File: src/rtl/bit_serializer.sv
// bit_serializer: one-entry buffered parallel-to-serial converter.
//
// A word is accepted into a holding register when load && ready. The FSM
// moves the held word into a shift register and streams it out one bit per
// clock, head bit first (MSB or LSB, set by MSB_FIRST). If another word is
// already held when the last bit goes out, it is reloaded on that same edge,
// so back-to-back words have no idle gap.
//
// Ports:
//   clk      rising-edge clock
//   reset    asynchronous, active-high reset
//   load     request to accept data_in this cycle (honoured only when ready)
//   data_in  WIDTH-bit parallel word
//   ready    holding register empty; driven straight from a flop
//   out      serial bit; forced to 0 when not valid
//   valid    out carries a data bit (FSM in SHIFT)
//   done     one-cycle pulse on the last bit of each word
module bit_serializer #(
  parameter int unsigned WIDTH     = 8,
  parameter bit          MSB_FIRST = 1'b1
) (
  input  logic             clk,
  input  logic             reset,
  input  logic             load,
  input  logic [WIDTH-1:0] data_in,
  output logic             ready,
  output logic             out,
  output logic             valid,
  output logic             done
);

  localparam int unsigned    CW   = (WIDTH > 1) ? $clog2(WIDTH) : 1;
  localparam logic [CW-1:0]  LAST = CW'(WIDTH - 1);

  typedef enum logic {IDLE, SHIFT} state_t;

  state_t           state, state_nxt;
  logic [WIDTH-1:0] hold, hold_nxt;
  logic             hold_full, hold_full_nxt;
  logic [WIDTH-1:0] sreg, sreg_nxt;
  logic [CW-1:0]    cnt, cnt_nxt;
  logic             head, last_bit;

  assign head     = MSB_FIRST ? sreg[WIDTH-1] : sreg[0];
  assign last_bit = (cnt == LAST);

  always_ff @(posedge clk or posedge reset) begin
    if (reset) begin
      state     <= IDLE;
      hold      <= '0;
      hold_full <= 1'b0;
      sreg      <= '0;
      cnt       <= '0;
    end else begin
      state     <= state_nxt;
      hold      <= hold_nxt;
      hold_full <= hold_full_nxt;
      sreg      <= sreg_nxt;
      cnt       <= cnt_nxt;
    end
  end

  always_comb begin
    state_nxt     = state;
    hold_nxt      = hold;
    hold_full_nxt = hold_full;
    sreg_nxt      = sreg;
    cnt_nxt       = cnt;

    // Capture only when empty. A capture and a drain of hold can never
    // happen on the same edge: capture needs hold_full=0, drain needs 1.
    if (load && !hold_full) begin
      hold_nxt      = data_in;
      hold_full_nxt = 1'b1;
    end

    unique case (state)
      IDLE: begin
        if (hold_full) begin
          sreg_nxt      = hold;
          hold_full_nxt = 1'b0;
          cnt_nxt       = '0;
          state_nxt     = SHIFT;
        end
      end
      SHIFT: begin
        if (last_bit) begin
          cnt_nxt = '0;
          if (hold_full) begin
            // Seamless reload: next word starts on the very next cycle.
            sreg_nxt      = hold;
            hold_full_nxt = 1'b0;
          end else begin
            sreg_nxt  = '0;
            state_nxt = IDLE;
          end
        end else begin
          cnt_nxt = cnt + CW'(1);
          if (MSB_FIRST) sreg_nxt = {sreg[WIDTH-2:0], 1'b0};
          else           sreg_nxt = {1'b0, sreg[WIDTH-1:1]};
        end
      end
      default: state_nxt = IDLE;
    endcase
  end

  assign ready = !hold_full;
  assign valid = (state == SHIFT);
  assign out   = valid && head;
  assign done  = valid && last_bit;

endmodule

File: config.mk
export PLATFORM = sky130hd
export DESIGN_NAME = bit_serializer
export DESIGN_NICKNAME = d
export VERILOG_FILES = /design/src/rtl/bit_serializer.sv
export SDC_FILE = /design/constraint.sdc
export NUM_CORES = 1
export LEC_CHECK = 0
export ABC_AREA = 1
export CAP_MARGIN = 20
export CORE_MARGIN = 5
export CORE_UTILIZATION = 50
export CTS_BUF_LIST = sky130_fd_sc_hd__clkbuf_8
export DETAILED_ROUTE_END_ITERATION = 12
export PLACE_DENSITY = 0.72
export SYNTH_ARGS = -nofsm -noshare
export SYNTH_HDL_FRONTEND = slang
export SYNTH_SLANG_ARGS = --single-unit
File: constraint.sdc
create_clock -name clk -period 1.75 [get_ports clk]
set_input_delay 0.35 -clock clk [delete_from_list [all_inputs] [get_ports clk]]
set_output_delay 0.35 -clock clk [all_outputs]
set_load 0.1 [all_outputs]
---- Yosys cells after proc, flatten, opt, wreduce, memory -nomap -nowiden ----
Index checks and enable logic that the tools add are counted.
word-level totals
  flip-flop bits (word level) ............. 21
  bits of input ports ..................... 11
  output and inout bits ................... 4
  word-level logic and storage cells ...... 27
cells by class
  add/sub/neg operators ................... 1
  equal/unequal tests ..................... 2
  multiplexer cells ....................... 14
  bitwise logic cells ..................... 1
  reductions and logical operators ........ 4
operators by type and width
  cell                                          count
  2-to-1 mux 8 bit                              3
  one-hot mux 8 bit (2 select lines)            1
  2-to-1 mux 3 bit                              2
  one-hot mux 3 bit (2 select lines)            1
  2-to-1 mux 1 bit                              5
  one-hot mux 1 bit (2 select lines)            2
  adder 3 x 1 -> 3 bit, second input constant   1
  == test 3 bit, second input constant          1
  logical AND 1 bit                             3
  inequality test 2 bit, second input constant  1
  zero test 1 bit                               1
  NOT 1 bit                                     1

---- Longest topological paths before layout ----
Gate-level depths: netlist of the first run.
  depth in word-level cells ............... 6
  depth in mapped cells ................... 7
  depth with buffers taken out ............ 7

---- Worst setup path after synthesis of the first run ----
OpenSTA, ideal clock, no wires.
  path kind ............................... register -> output
  from .................................... register state, in the netlist valid
  to ...................................... output done
  arrival ................................. 1,906 ps
  required time ........................... 1,400 ps
  setup slack ............................. -506 ps
  stages on the path, launching flop included .. 4
  buffers on the path ..................... 1
  cells stage by stage .................... dfrtp_1 buf_4 nand2_1 inv_1
between the ends
  cells in the longest elaborated chain, start to end .. 1
ends and longest elaborated chain
  element                   line  RTL
  start: declaration        37    state_t state, state_nxt;
  start signal: assignment  55    state <= state_nxt;
  logical AND 1 bit         110   assign done = valid && last_bit;
  end: declaration          29    output logic done
No other way between the ends.

---- Worst setup path after layout of the first run ----
  from .................................... register cnt[0]
  to ...................................... output done
between the ends
  cells in the longest elaborated chain, start to end .. 2
ends and longest elaborated chain
  element                   line  RTL
  start: declaration        41    logic [CW-1:0] cnt, cnt_nxt;
  start signal: assignment  59    cnt <= cnt_nxt;
  == test 3 bit             45    assign last_bit = (cnt == LAST);
  logical AND 1 bit         110
No other way between the ends.

==> reports/results.tsv, run 1 <==
metric	value	unit
CTS tree	yes	
clock latency on the worst-skew pair	260	ps
Die ar.	2940	µm²
startpoint types	flop	
vias in the first global route	811	
period utilization	0.994	
status	complete, no violations	
syn avg cell area	8.67	µm²
first-pass GRT wire length	3390	µm
placed inst area	1190	µm²
Yosys cell types	16	
VDD IR max	0.00110	V
Power Density	1860	nW/µm²
synthesized area	980	µm²
critical path arrival	1390	ps
NumNets Final	151	
worst slew pin tran	336	ps
Post-CTS Hold Fix Bufs	0	
Synth area leader	dfrtp_1	
row cnt	16	
I/O pins	15	
first-pass detailed-route iteration total	4	
#FFs+latches synth	21	
Hold Crit Class	input pin to async pin	
PortBufs	14	
HPWL after DPL	1340	µm
Area Overhead vs Synth	33.7	%
initial antenna violation count	0	
Mapped Cells	113	
die height	54.3	µm
Initial Util	0.510	
skew final	3.32	ps
Final setup viols	0	
Final Max Slew Viols	0	
Core ar.	1920	µm²
crit end category	output port	
CTS sink count	21	
max cap viols	0	
Reg power frac	0.364	
Seq/Total Area, Yosys	0.536	
pin count of the biggest net entering global routing	22	
largest cells by area after synthesis	dfrtp_1, nand2_1, nand3_1	
LEAKAGE	0.000638	µW
final hold violation count	0	
CP max FO	3	
post-detailed-route wirelength per cell	12.8	µm
H-tree depth	1	
vias per inst	5.17	
Tmin final	1740	ps
DRT iter0 DRCs	15	
Routed Antenna Nets	0	
Die Wd	54.3	µm
DRT Wirelength	2090	µm
WP data required	1400	ps
clock tree buffer depth	2	
gr usage total	0.167	
Num CTS Buffers	3	
area share of the leading cell type in the synthesized netlist	0.536	
fmax	575	MHz
RSZ-0062 raised after global routing	yes	
final setup TNS	0	ps
DRC	0	
Psw	1080	µW
clock slew at reported path FFs	70	ps
RePlAce Congestion	0.778	
antenna cells	0	
Syn. warnings	0	
Worst slew margin	0.776	
critical path class	flop to output port	
Post-Syn Nets	127	
Power Internal	1360	µW
via total after detailed routing	843	
clock network fraction of total power	0.128	
gr ovfl total	0	
switching portion of total power	0.441	
Comb power frac	0.508	
share of layout cells above drive strength 1	0.191	
CTS Root Cell	clkbuf_8	
Final Instance Area	1310	µm²
layout make-up:
cell class / count / area (µm²)
inverters: 12 / 52.6
clock buffers: 3 / 41.3
flip-flops and latches: 21 / 527
well taps: 27 / 33.8
multi-input cells: 77 / 412
repair buffers: 22 / 240
clock inverters: 1 / 3.75
fillers: 168 / 612
worst max-delay path, cell delays in order, from the launching register on:
cell	delay, ps
dfrtp_1	420
ha_4	180
ha_4	170
nand2_4	80
clkinvlp_4	100
buf_12	170
Yosys cell counts:
library cell and count:
nand3_1 13, o21ai_0 4, a21boi_1 1, dfrtp_1 21, buf_6 2, o211ai_1 1, nand2_1 33, nor2_4 2
ha_1 3, a21oi_1 4, inv_1 10, a21oi_2 1, a22o_1 2, buf_4 1, nor2_1 13, inv_2 2
through the flow:
stage          setup slack, ps  total power, µW  hold WS [ps]  cells  utilization
6_report                  11.3             2440           412    163        0.682
2_1_floorplan            -37.7             1650           326    113            -
3_3_place_gp               127             1910           458    153        0.618
4_1_cts                  0.914             2370           426    161        0.671
3_5_place_dp              77.0             1940           467    153        0.618
5_1_grt                  -24.7             2590           448    163        0.682
worst paths after layout:
kind                               from      end  slack (ps)  depth (start not counted)
min in group clk                hold[2]  hold[2]         480                          2
worst min register to register  hold[2]  hold[2]         480                          2
worst max-delay path             cnt[0]     done          10                          5
worst max register to register   cnt[0]  sreg[4]         210                          7
max in group asynchronous         reset    valid        1110                          3
worst min-delay path              reset  sreg[5]         410                          3
metal layers:
layer / up-vias / part of all wire / track usage
li1: 405 / - / -
met2: 19 / 0.52 / 0.289
met1: 414 / 0.42 / 0.181
met3: 5 / 0.037 / 0.0327
met4: 0 / 0.025 / 0.120
met5: - / 0 / 0
power groups by stage:
stage               logic [µW]  clock network, µW  registers [µW]
floorplan                  788                  0             862
global placement          1050                  0             857
detailed placement        1070                  0             867
CTS                       1180                317             873
global route              1350                336             908
finish                    1240                312             887
repair_timing:
action,CTS,global route
setup buffers,4,2
pin swaps,1,1
gates resized for setup,5,1
endpoints found under the setup margin,1,1
flip-flops by register name (all words and copies together), names as in the netlist:
name,flops
cnt,3
hold_full,1
hold,8
sreg,8
valid,1
cell families after synthesis:
logic type,share of synthesized area
fa+ha+maj,0.0383
compound gates,0.0830
buf+inv,0.0766
flops,0.536
simple gates,0.266
layout by cell type, fill, tap and decap left out:
cell / n
ha_1: 1
nor2_4: 2
buf_4: 8
ha_4: 2
dfrtp_2: 1
nand2_1: 32
dfrtp_1: 20
inv_2: 2
inv_1: 9
nand3_1: 13
a21oi_2: 1
o211ai_1: 1
nor2_1: 13
o21ai_0: 4
clkinvlp_4: 2
nand2_4: 1
a22o_1: 2
a21oi_1: 4
a21boi_1: 1
buf_12: 4
clkdlybuf4s50_1: 10
clkbuf_8: 3
Note: power is estimated with default switching activity, not from simulation.
==> run 2, diff against run 1 <==
--- a/config.mk
+++ b/config.mk
@@ -12,6 +12,8 @@
 export CTS_BUF_LIST = sky130_fd_sc_hd__clkbuf_8
 export DETAILED_ROUTE_END_ITERATION = 12
 export PLACE_DENSITY = 0.72
+export RECOVER_POWER = 25
+export SLEW_MARGIN = 20
 export SYNTH_ARGS = -nofsm -noshare
 export SYNTH_HDL_FRONTEND = slang
 export SYNTH_SLANG_ARGS = --single-unit
==> run 2 against run 1 <==
- total power is essentially flat
- combinational power about the same
- critical path type unchanged
- via count unchanged
- die area did not move
- setup slack unchanged
- clock power barely moved
- count of clock-buffer cells in the layout is the same
- critical endpoint unchanged
- global-route usage unchanged
- final area is the same
- largest power group unchanged
==> reports/results.tsv, run 2 (synthesis gave the netlist of run 1 again) <==
metric	value	unit	change
LEAKAGE	0.000638	µW	about the same
DRC	0		unchanged
Final setup viols	0		unchanged
Power Internal	1360	µW	about the same
DRT iter0 DRCs	15		unchanged
period utilization	0.994		unchanged
RSZ-0062 raised after global routing	yes		
worst slew pin tran	336	ps	unchanged
Post-CTS Hold Fix Bufs	0		unchanged
Initial Util	0.510		unchanged
first-pass GRT wire length	3390	µm	unchanged
crit end category	output port		
Power Density	1860	nW/µm²	about the same
first-pass detailed-route iteration total	4		unchanged
CP bufs+invs	2		unchanged
dpl ws	77.0	ps	unchanged
status	complete, no violations		
clock latency on the worst-skew pair	260	ps	about the same
via total after detailed routing	843		unchanged
NumNets Final	151		unchanged
Tmin final	1740	ps	unchanged
WP data required	1400	ps	about the same
post-detailed-route wirelength per cell	12.8	µm	about the same
# fillers	168		unchanged
Die Wd	54.3	µm	unchanged
commonest cells after routing, fill and taps aside	nand2_1, dfrtp_1, nor2_1, nand3_1		
gr ovfl total	0		unchanged
Critical Path End	done		
slowest stage cell on the critical path	dfrtp_1		
CTS sink count	21		unchanged
Finished Core Util	0.682		unchanged
final hold violation count	0		unchanged
I/O pins	15		unchanged
CP max FO	3		unchanged
max cap viols	0		unchanged
die height	54.3	µm	unchanged
Psw	1080	µW	about the same
final setup TNS	0	ps	unchanged
vias in the first global route	811		unchanged
CP delay by family, top	flip-flops		
WP depth	5		unchanged
Num CTS Buffers	3		unchanged
skew final	3.32	ps	unchanged
Reg power frac	0.364		about the same
Routed Antenna Nets	0		unchanged
Die ar.	2940	µm²	unchanged
RR Startpoint	cnt[0]		
switching portion of total power	0.441		about the same
CTS Root Cell	clkbuf_8		
Core ar.	1920	µm²	unchanged
fmax	575	MHz	unchanged
top flop regs	hold: 8 flops, sreg: 8 flops, cnt: 3 flops		
CTS tree	yes		
share of layout cells above drive strength 1	0.191		unchanged
initial antenna violation count	0		unchanged
Area Overhead vs Synth	33.7	%	unchanged
critical path class	flop to output port		
gr usage total	0.167		unchanged
antenna cells	0		unchanged
pin count of the biggest net entering global routing	22		unchanged
worst-path cell chain	ha_4 -> ha_4 -> nand2_4 -> clkinvlp_4 -> buf_12		
Critical Path Source	cnt[0]		
vias per inst	5.17		unchanged
R2R depth	7		unchanged
CP dominant cell by count	ha_4		
VDD IR max	0.00110	V	about the same
clock network fraction of total power	0.128		about the same
worst reg2reg path endpoint	sreg[4]		
reg-to-reg setup timing slack	210	ps	about the same
Worst path max stage delay	420	ps	about the same
PortBufs	14		unchanged
H-tree depth	1		unchanged
startpoint types	flop		
Comb power frac	0.508		about the same
Hold Crit Class	flop to flop		
final setup margin	11.3	ps	unchanged
DRT Wirelength	2090	µm	about the same
RePlAce Congestion	0.778		unchanged
Worst slew margin	0.776		unchanged
row cnt	16		unchanged
critical path arrival	1390	ps	about the same
Final Max Slew Viols	0		unchanged
clock slew at reported path FFs	70	ps	about the same
clock tree buffer depth	2		unchanged
HPWL after DPL	1340	µm	unchanged
commonest non-fill, non-tap cell in the layout	nand2_1		
==> run 2: cell types whose count changed in the layout (fill, tap and decap cells not counted), sizes merged <==
cell	change
dlygate4sd3	+1
clkdlybuf4s50	-1
==> run 2: repair_timing <==
item | CTS | global route
setup buffers | 4 | 2
setup endpoints to repair | 1 | 1
gates resized for setup | 5 | 1
pin swaps | 1 | 1
==> run 2: through the flow <==
step / instance area (µm²) / power, µW / instances / hold WS [ps]
floorplan: 988 / 1650 / 113 / 326
global placement: 1190 / 1910 / 153 / 458
detailed placement: 1190 / 1940 / 153 / 467
CTS: 1290 / 2370 / 161 / 426
global route: 1310 / 2590 / 163 / 522
finish: 1310 / 2440 / 163 / 483
==> run 2: per-layer routing <==
| metal | routed length (µm) | up-vias | GRT usage |
|---|---|---|---|
| li1 | - | 405 | - |
| met1 | 870 | 414 | 0.181 |
| met2 | 1080 | 19 | 0.289 |
| met3 | 87 | 5 | 0.0327 |
| met4 | 52 | 0 | 0.120 |
| met5 | 0 | - | 0 |
==> run 2: how the worst min path moves through the flow <==
stage | start | to | slack (ps) | cells after the start
floorplan | reset | cnt[0] | 330 | 1
global placement | cnt[0] | cnt[0] | 460 | 1
detailed placement | hold[2] | hold[2] | 470 | 2
CTS | reset | sreg[5] | 430 | 3
global route | hold[0] | hold[0] | 520 | 2
finish | hold[2] | hold[2] | 480 | 2
==> run 2: power by group through the flow <==
stage | clock [µW] | combinational [µW] | sequential [µW]
final | 312 | 1240 | 887
after global routing | 336 | 1350 | 908
after CTS | 317 | 1180 | 873
after detailed placement | 0 | 1070 | 867
after global placement | 0 | 1050 | 857
after floorplan | 0 | 788 | 862
==> run 2: cell type report <==
class | instances | area (µm²) | share of cell area
clock buffer | 3 | 41.3 | 0.0315
multi-input combinational | 77 | 412 | 0.314
tap | 27 | 33.8 | 0.0258
inverter | 12 | 52.6 | 0.0401
timing repair buffer | 22 | 240 | 0.183
sequential | 21 | 527 | 0.402
clock inverter | 1 | 3.75 | 0.00287
==> run 2: worst reg2reg max path, cell delays in order (launching register included) <==
cell,delay [ps]
dfrtp_1,420
ha_4,190
ha_4,170
inv_1,90
nand2_1,190
o21ai_0,280
nand2_1,90
nand2_1,70
